$ cat src/rtl/imem_pkg.sv
// Shared definitions for the instruction-memory loader and the fetch ROM.
// Both ends import the word-address width and base address from here so
// they agree on the memory geometry.
package imem_pkg;

    localparam int          IMEM_ADDR_WIDTH = 12;
    localparam logic [31:0] IMEM_BASE_ADDR  = 32'h0000_0000;
    localparam int          IMEM_WORDS      = 2 ** IMEM_ADDR_WIDTH;

    typedef enum logic [2:0] {
        ST_LEN  = 3'd0,
        ST_DATA = 3'd1,
        ST_CSUM = 3'd2,
        ST_DONE = 3'd3,
        ST_ERR  = 3'd4
    } loader_state_t;

endpackage

$ cat src/rtl/imem_loader_byte_to_word.sv
// byte_to_word: assembles four bytes into a little-endian 32-bit word.
// The first byte lands in [7:0]. 'last' and 'word_next' are combinational
// views of the byte being accepted, so the parent can act on the 4th byte
// in the same cycle. 'word'/'word_valid' are the registered result; the
// pulse only fires for words the parent marks with 'capture'.
module byte_to_word (
    input  logic        clk,
    input  logic        rst,
    input  logic        clr,
    input  logic        en,
    input  logic        capture,
    input  logic [7:0]  data,
    output logic        last,
    output logic [31:0] word_next,
    output logic [31:0] word,
    output logic        word_valid
);

    logic [1:0]  cnt_reg;
    logic [23:0] shift_reg;
    logic [31:0] word_reg;
    logic        word_valid_reg;

    assign last       = en && (cnt_reg == 2'd3);
    assign word_next  = {data, shift_reg};
    assign word       = word_reg;
    assign word_valid = word_valid_reg;

    // Byte counter, partial-word shifter and registered word/strobe.
    always_ff @(posedge clk) begin
        if (rst || clr) begin
            cnt_reg        <= 2'd0;
            shift_reg      <= 24'd0;
            word_valid_reg <= 1'b0;
            if (rst) begin
                word_reg <= 32'd0;
            end
        end else begin
            word_valid_reg <= last && capture;
            if (en) begin
                cnt_reg   <= cnt_reg + 2'd1;
                shift_reg <= {data, shift_reg[23:8]};
            end
            if (last) begin
                word_reg <= word_next;
            end
        end
    end

endmodule

$ cat src/rtl/imem_loader.sv
// imem_loader: boot-time writer for the instruction memory. Receives a
// length-prefixed byte frame, assembles little-endian words and writes
// them at BASE_ADDR + 4*index, holding the CPU in reset until the load
// completes. Define IMEM_LOADER_CHECKSUM_EN to require a trailing
// modulo-256 checksum byte over the payload.
module imem_loader
    import imem_pkg::*;
#(
    parameter int          ADDR_WIDTH = IMEM_ADDR_WIDTH,
    parameter logic [31:0] BASE_ADDR  = IMEM_BASE_ADDR
) (
    input  logic        clk,
    input  logic        rst,
    input  logic        start,
    input  logic        in_valid,
    input  logic [7:0]  in_data,
    output logic        in_ready,
    output logic        mem_we,
    output logic [31:0] mem_addr,
    output logic [31:0] mem_wdata,
    output logic        cpu_hold,
    output logic        done,
    output logic        error
);

    localparam logic [31:0] CAPACITY = 32'd1 << ADDR_WIDTH;

    loader_state_t       state_reg;
    logic [ADDR_WIDTH:0] word_idx_reg;
    logic [ADDR_WIDTH:0] word_idx_inc;
    logic [31:0]         len_reg;
    logic [31:0]         mem_addr_reg;
    logic                in_ready_reg;
    logic                cpu_hold_reg;
    logic                done_reg;
    logic                error_reg;
`ifdef IMEM_LOADER_CHECKSUM_EN
    logic [7:0]          sum_reg;
`endif

    logic        accept;
    logic        restart;
    logic        b2w_en;
    logic        b2w_capture;
    logic        b2w_last;
    logic [31:0] b2w_word_next;

    // in_ready depends on state only; a word write never back-pressures
    // the stream, so bytes keep flowing while mem_we is high.
    assign accept       = in_valid && in_ready_reg;
    assign restart      = start && (state_reg == ST_DONE || state_reg == ST_ERR);
    assign b2w_en       = accept && (state_reg == ST_LEN || state_reg == ST_DATA);
    assign b2w_capture  = (state_reg == ST_DATA);
    assign word_idx_inc = word_idx_reg + {{ADDR_WIDTH{1'b0}}, 1'b1};

    assign in_ready = in_ready_reg;
    assign mem_addr = mem_addr_reg;
    assign cpu_hold = cpu_hold_reg;
    assign done     = done_reg;
    assign error    = error_reg;

    byte_to_word u_b2w (
        .clk        (clk),
        .rst        (rst),
        .clr        (restart),
        .en         (b2w_en),
        .capture    (b2w_capture),
        .data       (in_data),
        .last       (b2w_last),
        .word_next  (b2w_word_next),
        .word       (mem_wdata),
        .word_valid (mem_we)
    );

    // Loader FSM; every output flag is registered from the next state.
    always_ff @(posedge clk) begin
        if (rst) begin
            state_reg    <= ST_LEN;
            word_idx_reg <= '0;
            len_reg      <= 32'd0;
            mem_addr_reg <= BASE_ADDR;
            in_ready_reg <= 1'b1;
            cpu_hold_reg <= 1'b1;
            done_reg     <= 1'b0;
            error_reg    <= 1'b0;
`ifdef IMEM_LOADER_CHECKSUM_EN
            sum_reg      <= 8'd0;
`endif
        end else begin
            case (state_reg)
                ST_LEN: begin
                    if (accept && b2w_last) begin
                        len_reg <= b2w_word_next;
                        if (b2w_word_next > CAPACITY) begin
                            state_reg    <= ST_ERR;
                            error_reg    <= 1'b1;
                            in_ready_reg <= 1'b0;
                        end else if (b2w_word_next == 32'd0) begin
`ifdef IMEM_LOADER_CHECKSUM_EN
                            state_reg    <= ST_CSUM;
`else
                            state_reg    <= ST_DONE;
                            done_reg     <= 1'b1;
                            cpu_hold_reg <= 1'b0;
                            in_ready_reg <= 1'b0;
`endif
                        end else begin
                            state_reg <= ST_DATA;
                        end
                    end
                end

                ST_DATA: begin
                    if (accept) begin
`ifdef IMEM_LOADER_CHECKSUM_EN
                        sum_reg <= sum_reg + in_data;
`endif
                        if (b2w_last) begin
                            mem_addr_reg <= BASE_ADDR + 32'({word_idx_reg, 2'b00});
                            word_idx_reg <= word_idx_inc;
                            if (32'(word_idx_inc) == len_reg) begin
`ifdef IMEM_LOADER_CHECKSUM_EN
                                state_reg    <= ST_CSUM;
`else
                                state_reg    <= ST_DONE;
                                done_reg     <= 1'b1;
                                cpu_hold_reg <= 1'b0;
                                in_ready_reg <= 1'b0;
`endif
                            end
                        end
                    end
                end

`ifdef IMEM_LOADER_CHECKSUM_EN
                ST_CSUM: begin
                    if (accept) begin
                        in_ready_reg <= 1'b0;
                        if (in_data == sum_reg) begin
                            state_reg    <= ST_DONE;
                            done_reg     <= 1'b1;
                            cpu_hold_reg <= 1'b0;
                        end else begin
                            state_reg <= ST_ERR;
                            error_reg <= 1'b1;
                        end
                    end
                end
`endif

                ST_DONE, ST_ERR: begin
                    if (start) begin
                        state_reg    <= ST_LEN;
                        word_idx_reg <= '0;
                        len_reg      <= 32'd0;
                        mem_addr_reg <= BASE_ADDR;
                        in_ready_reg <= 1'b1;
                        cpu_hold_reg <= 1'b1;
                        done_reg     <= 1'b0;
                        error_reg    <= 1'b0;
`ifdef IMEM_LOADER_CHECKSUM_EN
                        sum_reg      <= 8'd0;
`endif
                    end
                end

                default: begin
                    state_reg    <= ST_ERR;
                    error_reg    <= 1'b1;
                    in_ready_reg <= 1'b0;
                end
            endcase
        end
    end

endmodule

$ cat config.mk
export PLATFORM = sky130hd
export DESIGN_NAME = imem_loader
export DESIGN_NICKNAME = d
export VERILOG_FILES = /design/src/rtl/imem_pkg.sv /design/src/rtl/imem_loader_byte_to_word.sv /design/src/rtl/imem_loader.sv
export SDC_FILE = /design/constraint.sdc
export NUM_CORES = 1
export LEC_CHECK = 0
export CAP_MARGIN = 20
export CORE_AREA = 5 5 119 121
export CTS_CLUSTER_SIZE = 12
export DETAILED_ROUTE_END_ITERATION = 8
export DIE_AREA = 0 0 124 126
export MAX_ROUTING_LAYER = met4
export PLACE_DENSITY = 0.76
export SETUP_SLACK_MARGIN = 0.4
export SLEW_MARGIN = 10
export SYNTH_ARGS = -nofsm -noshare
export SYNTH_HDL_FRONTEND = slang
export SYNTH_SLANG_ARGS = --single-unit
$ cat constraint.sdc
create_clock -name clk -period 2.6 [get_ports clk]
set_clock_uncertainty 0.15 [all_clocks]
set_input_delay 0.52 -clock clk [delete_from_list [all_inputs] [get_ports clk]]
set_output_delay 0.52 -clock clk [all_outputs]
set_load 0.02 [all_outputs]
# == Word level (Yosys, flattened, before mapping) ==
# Index checks and enable logic that the tools add are counted.
# word_totals
reg_bits,143
input_bits,12
out_inout_bits,69
word_cells,97
# classes
add_sub_neg,2
n_lt_le_gt_ge,1
n_eq_ne,15
muxes,43
bitwise_logic,1
n_reduce_logical,23
# op_table
op,count
32-bit two-way mux,7
32-bit case mux with 2 select lines,2
13-bit two-way mux,3
13-bit by 32-bit == test with 1-bit output,1
"32-bit by 13-bit > comparator with 1-bit output, second input constant",1
32-bit zero test,1
13-bit case mux with 2 select lines,1
1-bit two-way mux,18
3-bit two-way mux,6
"13-bit by 1-bit adder with 13-bit output, second input constant",1
"2-bit inequality test, second input constant",6
1-bit case mux with 3 select lines,4
3-bit case mux with 3 select lines,1
4-bit AND reduction,2
8-bit AND reduction,1
1-bit logical AND,6
"2-bit by 1-bit inequality test with 1-bit output, second input constant",3
6-bit AND reduction,1
2-bit nonzero test,3
5-bit AND reduction,1
"3-bit by 1-bit == test with 1-bit output, second input constant",1
"3-bit by 2-bit == test with 1-bit output, second input constant",1
"3-bit == test, second input constant",1
3-bit zero test,1
other kinds (10),12

# == Logic depth before layout (Yosys ltp) ==
# Gate-level depths: netlist of the first run.
# depth
word_depth,7
ltp_mapped,9
depth_no_buf,8

# == By module ==
# From an unflattened synthesis of the first run, not the netlist that was laid out.
# unflattened
cells_unflattened,608
hier_area_um2,5731.7
# modules_own_cells
module,n_inst,cells_each,area_each_um2,seq_area_each_um2
imem_loader,1,441,3480.8,1301.2
byte_to_word,1,167,2250.9,1501.4

# == Worst setup path after synthesis of the first run ==
# No wires, ideal clock.
# synth_path
path_type,reg2reg
from,register word_idx_reg[1]
to,register state_reg[1]
setup_time_ps,130
arrival_time_ps,1990
t_required_ps,2320
setup_slack_ps,329
path_stages_with_launch,10
n_path_buf,1
synth_period_minus_slack_ps,2271
cell_sequence,dfxtp_1 > ha_1 > buf_4 > and3_1 > nand3_1 > mux2_2 > a22o_1 > a31o_4 > nand3b_4 > o22ai_2
# synth_between
elab_chain_len,4
# synth_rtl
item,line_no,text
from (decl),imem_loader.sv:29,logic [ADDR_WIDTH:0] word_idx_reg;
from (signal assigned),imem_loader.sv:120,word_idx_reg <= word_idx_inc;
13-bit by 1-bit adder with 13-bit output,imem_loader.sv:54,"assign word_idx_inc = word_idx_reg + {{ADDR_WIDTH{1'b0}}, 1'b1};"
13-bit by 32-bit == test with 1-bit output,imem_loader.sv:121,if (32'(word_idx_inc) == len_reg) begin
2-bit inequality test (no source line),-,
5-bit AND reduction (no source line),-,
to (signal assigned),imem_loader.sv:78,state_reg <= ST_LEN;
to (signal assigned),imem_loader.sv:125,state_reg <= ST_DONE;
to (signal assigned),imem_loader.sv:153,state_reg <= ST_LEN;
to (decl),imem_loader.sv:28,loader_state_t state_reg;
# Every way passes these cells.
# A chain may end at the register's enable or synchronous reset.

# == Worst setup path in the final report of the first run ==
# layout_path
from,register word_idx_reg[2]
to,"register in_ready_reg, in the netlist in_ready"
# layout_between
elab_chain_len,4
# layout_rtl
item,line_no,text
13-bit by 1-bit adder with 13-bit output,imem_loader.sv:54,
13-bit by 32-bit == test with 1-bit output,imem_loader.sv:121,
2-bit inequality test (no source line),-,
6-bit AND reduction (no source line),-,
to (signal assigned),imem_loader.sv:82,in_ready_reg <= 1'b1;
to (signal assigned),imem_loader.sv:128,in_ready_reg <= 1'b0;
to (signal assigned),imem_loader.sv:157,in_ready_reg <= 1'b1;
to (decl),imem_loader.sv:33,logic in_ready_reg;
# Every way passes these cells.

==> impl_metrics.csv, run 1 <==
group,metric,value,unit
placed_design,port_buffers,61,
logic_synthesis,synth-main-ff-cell,"dfxtp_1",
logic_synthesis,synth_compound_area_share,14.3,%
global_routing,grt_pass1_vias,4657,
finish,drive_gt1_share,19.4,%
logic_synthesis,seq_area_frac_synth,50.2,%
cts,cts_root_buffer,"clkbuf_16",
detailed_routing,via_count,4727,
global_routing,grt_util_all_layers,18.5,%
cts,path_clk_slew,0.06,ns
global_routing,grt_pass1_wl,22600,microns
logic_synthesis,synth_top_family_by_area,"simple AND/OR/NAND/NOR gates",
power_and_ir_drop,internal_power,3.81,mW
die,initial_core_util,43.0,%
die,dieWidth,124,microns
detailed_routing,drc_errors,0,
sta,tightest_slew,0.501,ns
cts,cts_buffer_depth,2,
power_and_ir_drop,p_per_area,678,mW/mm^2
detailed_routing,vias_per_cell,5.40,
setup_path,cp.arrival,2.35,ns
finish,syn_to_final_growth,31.3,%
logic_synthesis,netlist_instances,612,
global_routing,overflow,0,
finish,antenna_cells,0,
detailed_routing,routedWlPerCell,16.3,microns
detailed_routing,drt_iter0_markers,424,
setup_path,worstPathRequired,2.76,ns
cts,tritoncts,"built",
logic_synthesis,yosys_warnings,0,
power_and_ir_drop,p_sw_share,23.4,%
finish,final_common_cell,"dfxtp_1",
global_routing,grt_start_max_net_pins,48,
finish,final_nets,701,
worst_hold_path,min_path_type,"reg -> reg",
sta,hold_viol,0,
setup_path,path_max_fanout,5,
setup_path,start_kind,"register",
die,placeableCoreArea,0.0130,sq mm
detailed_routing,wl,14300,microns
run_status,status,"completed",
sta,period_share,84.4,%
sta,slew_viol_final,0,
setup_path,critical_path_class,"reg -> reg",
logic_synthesis,yosys.area_share.xor_xnor,2.35,%
power_and_ir_drop,pwr-share-comb,9.0,%
power_and_ir_drop,p_switching,1.16,mW
finish,fin_util,56.5,%
logic_synthesis,ys_async_sr_fraction,0,%
job,maxCapViolations,0,
placed_design,hpwl,9030,microns
sta,setup_viol,0,
placed_design,dpl.cell_count,836,
logic_synthesis,synth.distinct_cells,62,
sta,fmax,456,MHz
cts,cts.sinks,124,
power_and_ir_drop,power.leakage,2.85,nW
power_and_ir_drop,power,4.98,mW
die,die_area,0.0156,sq mm
power_and_ir_drop,p_clk_share,48.9,%
setup_path,endpoint_kind,"register",
detailed_routing,drtAntennaViolNets,0,
sta,relSlewSlack,66.6,%
die,pin_count,81,
placed_design,gp_congestion,0.849,
logic_synthesis,syn_area_per_cell,9.13,sq um
power_and_ir_drop,seqPwrFrac,42.1,%
logic_synthesis,synth_fa_ha_area_share,0.448,%
logic_synthesis,synth_edf_count,32,
power_and_ir_drop,irDropWorstVdd,0.383,mV
logic_synthesis,synth-seq-cells,124,
sta,period_needed,2.19,ns
logic_synthesis,synthSimpleGateAreaFrac,26.0,%
finish,most-common-layout-cells,"dfxtp_1 (80), a21oi_1 (78), nor2_1 (73)",
cts,cts_inserted_buffers,17,
cts,insertion_delay,0.41,ns
finish,instances_no_fill,876,
die,die_h,126,microns
finish,final_cell_area,0.00734,sq mm
sta,grt_setup_unrepaired,"true",
logic_synthesis,muxShareOfSynthArea,0.202,%
global_routing,antenna_found_initial,0,
cts,ctsHtreeMaxLevel,4,
placed_design,dpl_cell_area,0.00642,sq mm
die,core.rowCount,42,
detailed_routing,dr.pass1.iters,5,
logic_synthesis,synth_area,0.00559,sq mm
## critical path: stages, from the launching register on
cell and delay (ns):
dfxtp_4 0.38, buf_6 0.13, nor4bb_4 0.29, a2111oi_1 0.09
nand4b_1 0.20, nor4_2 0.33, a31o_4 0.26, o41ai_2 0.08
a21o_1 0.18
## through the flow
step	hold WS [ns]	setup WS [ns]	setup TNS [ns]
detailed placement	0.321	-0.158	-0.904
global placement	0.296	-0.115	-0.277
CTS	0.329	0.362	0
global route	0.355	0.323	0
finish	0.330	0.406	0
floorplan	0.290	0.422	0
## cells in the mapped netlist, types with 2 or more instances
library cell | instances | area (sq um)
nand3b_1 | 2 | 15.0
o21a_1 | 2 | 15.0
nor4_1 | 11 | 68.8
o21ai_0 | 17 | 85.1
nor2_1 | 74 | 278
nand4_1 | 6 | 37.5
and2_1 | 32 | 200
inv_1 | 3 | 11.3
clkbuf_1 | 31 | 116
nand2_1 | 57 | 214
nor4_2 | 2 | 25.0
or4_1 | 4 | 30.0
nor2b_1 | 2 | 12.5
xor2_1 | 3 | 26.3
a22o_1 | 2 | 17.5
buf_6 | 2 | 22.5
buf_4 | 22 | 165
a31oi_1 | 2 | 12.5
and3_1 | 34 | 213
a22oi_1 | 14 | 105
dfxtp_1 | 92 | 1840
a21oi_1 | 81 | 405
nor3_1 | 5 | 25.0
nand4b_1 | 2 | 17.5
ha_1 | 2 | 25.0
buf_2 | 10 | 50.1
a21o_1 | 4 | 30.0
nand2b_1 | 6 | 37.5
edfxtp_1 | 32 | 961
or3_1 | 4 | 25.0
and4_1 | 3 | 26.3
nand3_1 | 8 | 40.0
xnor2_1 | 12 | 105
## routing by layer
| layer | part of all wire (%) | GRT usage (%) | vias up |
|---|---|---|---|
| li1 | - | - | 2266 |
| met1 | 42 | 23.0 | 2257 |
| met2 | 51 | 29.9 | 181 |
| met3 | 5.7 | 3.32 | 23 |
| met4 | 2.0 | 6.96 | 0 |
| met5 | 0 | - | - |
## power groups by stage
stage	combinational (mW)	clock, mW	sequential (mW)
after floorplan	0.241	0	2.16
after global placement	0.412	0	2.13
after detailed placement	0.423	0	2.14
after CTS	0.428	2.44	2.10
after global routing	0.486	2.55	2.10
final	0.450	2.43	2.09
## kinds of logic after synthesis
logic type,Yosys count
compound gates,134
xor+xnor,15
fa+ha+maj,2
buf+inv,68
flops,124
mux,1
other cells,1
simple gates,267
## layout make-up
type / instances / area (sq um)
fillers: 1076 / 5640
clock buffers: 20 / 437
repair buffers: 103 / 981
clock inverters: 12 / 171
multi-input cells: 438 / 2690
flip-flops and latches: 124 / 2830
inverters: 3 / 11.3
well taps: 176 / 220
## final timing paths
kind,startpoint,to,slack [ns],cells after the start
min,u_b2w.cnt_reg[1],u_b2w.cnt_reg[1],0.33,2
max,word_idx_reg[2],in_ready,0.41,8
max reg2reg,word_idx_reg[2],in_ready,0.41,8
min reg2reg,u_b2w.cnt_reg[1],u_b2w.cnt_reg[1],0.33,2
## timing repair
item                       CTS  global route
resized for setup           12            66
setup endpoints to repair   92            64
cloned                       0             2
pin swaps                    4            20
buffers inserted             1             5
hold buffers                 0             0
(Power assumes the default switching activity.)
==> run 2: changes to the inputs <==
clock period = 2.2 ns   (was 2.6 ns; I/O delays follow)
==> run 2 against run 1 <==
- final cell count rose by 6.2%
- non-clock buffer count rose by 54
- sequential cell count did not move
- combinational power rose by 43%
- die area did not move
- worst hold slack got worse by 0.012 ns
- core utilization rose by 6.7 points
==> impl_metrics.csv, run 2 (same netlist as run 1, synthesis figures left out) <==
group,metric,value,unit
sta,slew_viol_final,0,
job,maxCapViolations,0,
power_and_ir_drop,p_per_area,728,mW/mm^2
power_and_ir_drop,seqPwrFrac,41.3,%
global_routing,grt_util_all_layers,21.6,%
power_and_ir_drop,power,5.97,mW
cts,cts_inserted_buffers,17,
sta,hold_viol,0,
setup_path,crit_path_top_delay_cell,"dfxtp_4",
global_routing,grt_pass1_wl,26100,microns
placed_design,port_buffers,61,
detailed_routing,wl,16900,microns
worst_hold_path,holdPathStages,3,
cts,cts.sinks,124,
cts,path_clk_slew,0.06,ns
cts,ctsHtreeMaxLevel,4,
sta,tightest_slew,0.525,ns
detailed_routing,vias_per_cell,5.57,
setup_path,cp.arrival,2.30,ns
die,core.rowCount,42,
sta,whs,0.318,ns
power_and_ir_drop,p_clk_share,47.9,%
setup_path,r2r_end,"in_ready",
die,placeableCoreArea,0.0130,sq mm
setup_path,ff2ff_path_depth,8,
setup_path,rrSetupSlack,0.07,ns
cts,cts_buffer_depth,2,
detailed_routing,drc_errors,0,
setup_path,endpoint_kind,"register",
setup_path,worstPathRequired,2.36,ns
setup_path,critical_path_class,"reg -> reg",
setup_path,cp_top_family,"simple AND/OR/NAND/NOR gates",
worst_hold_path,min_path_type,"in -> reg",
worst_hold_path,min_to,"error",
power_and_ir_drop,irDropWorstVdd,0.525,mV
die,dieWidth,124,microns
setup_path,cp_num_buf_inv,1,
finish,syn_to_final_growth,46.8,%
sta,fmax,469,MHz
finish,final_common_cell,"dfxtp_1",
power_and_ir_drop,pwr-share-comb,10.8,%
setup_path,start_kind,"register",
detailed_routing,dr.pass1.iters,6,
die,initial_core_util,43.0,%
finish,most-common-layout-cells,"dfxtp_1 (71), nor2_1 (70), a21oi_1 (70)",
run_status,status,"completed",
sta,period_share,97.0,%
cts,cts_root_buffer,"clkbuf_16",
sta,grt_setup_unrepaired,"true",
global_routing,overflow,0,
setup_path,cp_cell_sequence,"buf_6, nand4_4, nor3_4, xnor2_1, nor4_2, a31o_4, o41ai_1, a21o_1",
finish,final_nets,755,
setup_path,path_max_fanout,7,
worst_hold_path,min_from,"rst",
cts,tritoncts,"built",
detailed_routing,routedWlPerCell,18.2,microns
die,die_area,0.0156,sq mm
power_and_ir_drop,p_sw_share,24.4,%
global_routing,grt_pass1_vias,5077,
placed_design,gp_congestion,0.887,
sta,setup_viol,0,
setup_path,critPathMaxStageDelay,0.36,ns
finish,antenna_cells,0,
power_and_ir_drop,p_switching,1.46,mW
die,die_h,126,microns
detailed_routing,drt_iter0_markers,559,
sta,relSlewSlack,65.0,%
die,pin_count,81,
detailed_routing,drtAntennaViolNets,0,
setup_path,r2r_start,"word_idx_reg[1]",
global_routing,grt_start_max_net_pins,46,
detailed_routing,via_count,5176,
cts,insertion_delay,0.42,ns
power_and_ir_drop,internal_power,4.51,mW
sta,period_needed,2.13,ns
power_and_ir_drop,power.leakage,3.40,nW
placed_design,hpwl,9490,microns
finish,drive_gt1_share,32.1,%
finish,num-fill-cells,925,
global_routing,antenna_found_initial,0,
## run 2: cell count changes in the layout (fill, tap and decap cells not counted), moves of 9 or more
cell             previous run  this run
buf_4                      33        56
dfxtp_1                    80        71
dlygate4sd2_1               0        59
clkdlybuf4s50_1            54         0
buf_6                       6        26
## run 2: area by class of cell
class / instances / area [sq um] / area share [%]
clock inverter: 11 / 143 / 1.74
multi-input combinational: 438 / 2960 / 36.0
tap: 176 / 220 / 2.68
timing repair buffer: 157 / 1560 / 19.0
sequential: 124 / 2850 / 34.8
inverter: 3 / 11.3 / 0.137
clock buffer: 21 / 462 / 5.63
## run 2: metrics by stage
stage	utilization, %	setup slack [ns]	cells	instance area, sq um	setup TNS, ns
2_1_floorplan	-	0.119	630	5760	0
4_1_cts	61.2	0.110	921	7950	0
6_report	63.2	0.0657	930	8200	0
3_3_place_gp	51.7	-0.422	862	6710	-14.44
3_5_place_dp	51.7	-0.439	862	6710	-18.70
5_1_grt	63.2	-0.0372	930	8200	-0.0714
## run 2: tightest hold or removal path: cells and delay by family
family          cells  cell delay [ns]
compound gates      1             0.19
buf+inv             1             0.14
simple gates        1             0.06
## run 2: repair_timing
| action | 4_1_cts | 5_1_grt |
|---|---|---|
| hold buffers | 0 | 0 |
| buffers inserted | 18 | 8 |
| pin swaps | 43 | 24 |
| endpoints found under the setup margin | 174 | 118 |
| cloned | 9 | 1 |
| gates resized for setup | 174 | 45 |
## run 2: worst max path at each step
stage | start | end | slack (ns) | depth (start not counted)
detailed placement | in_data[5] | done | -0.44 | 7
global route | word_idx_reg[1] | in_ready | -0.04 | 8
finish | word_idx_reg[1] | in_ready | 0.07 | 8
floorplan | word_idx_reg[1] | state_reg[1] | 0.12 | 9
global placement | in_data[2] | done | -0.42 | 7
CTS | word_idx_reg[0] | cpu_hold | 0.11 | 8
## run 2: metal layers
| layer | vias to the layer above | wire (microns) | GRT usage (%) | share of wire [%] |
|---|---|---|---|---|
| met5 | - | 0 | - | 0 |
| met4 | 0 | 509 | 9.02 | 3.0 |
| met3 | 45 | 1090 | 4.66 | 6.4 |
| met2 | 248 | 8270 | 34.9 | 49 |
| met1 | 2510 | 7060 | 26.1 | 42 |
| li1 | 2373 | - | - | - |
## run 2: power by group through the flow
stage | registers [mW] | clock network, mW | logic [mW]
2_1_floorplan | 2.56 | 0 | 0.298
3_3_place_gp | 2.52 | 0 | 0.533
3_5_place_dp | 2.52 | 0 | 0.546
4_1_cts | 2.46 | 2.86 | 0.602
5_1_grt | 2.47 | 3.00 | 0.679
6_report | 2.47 | 2.86 | 0.642
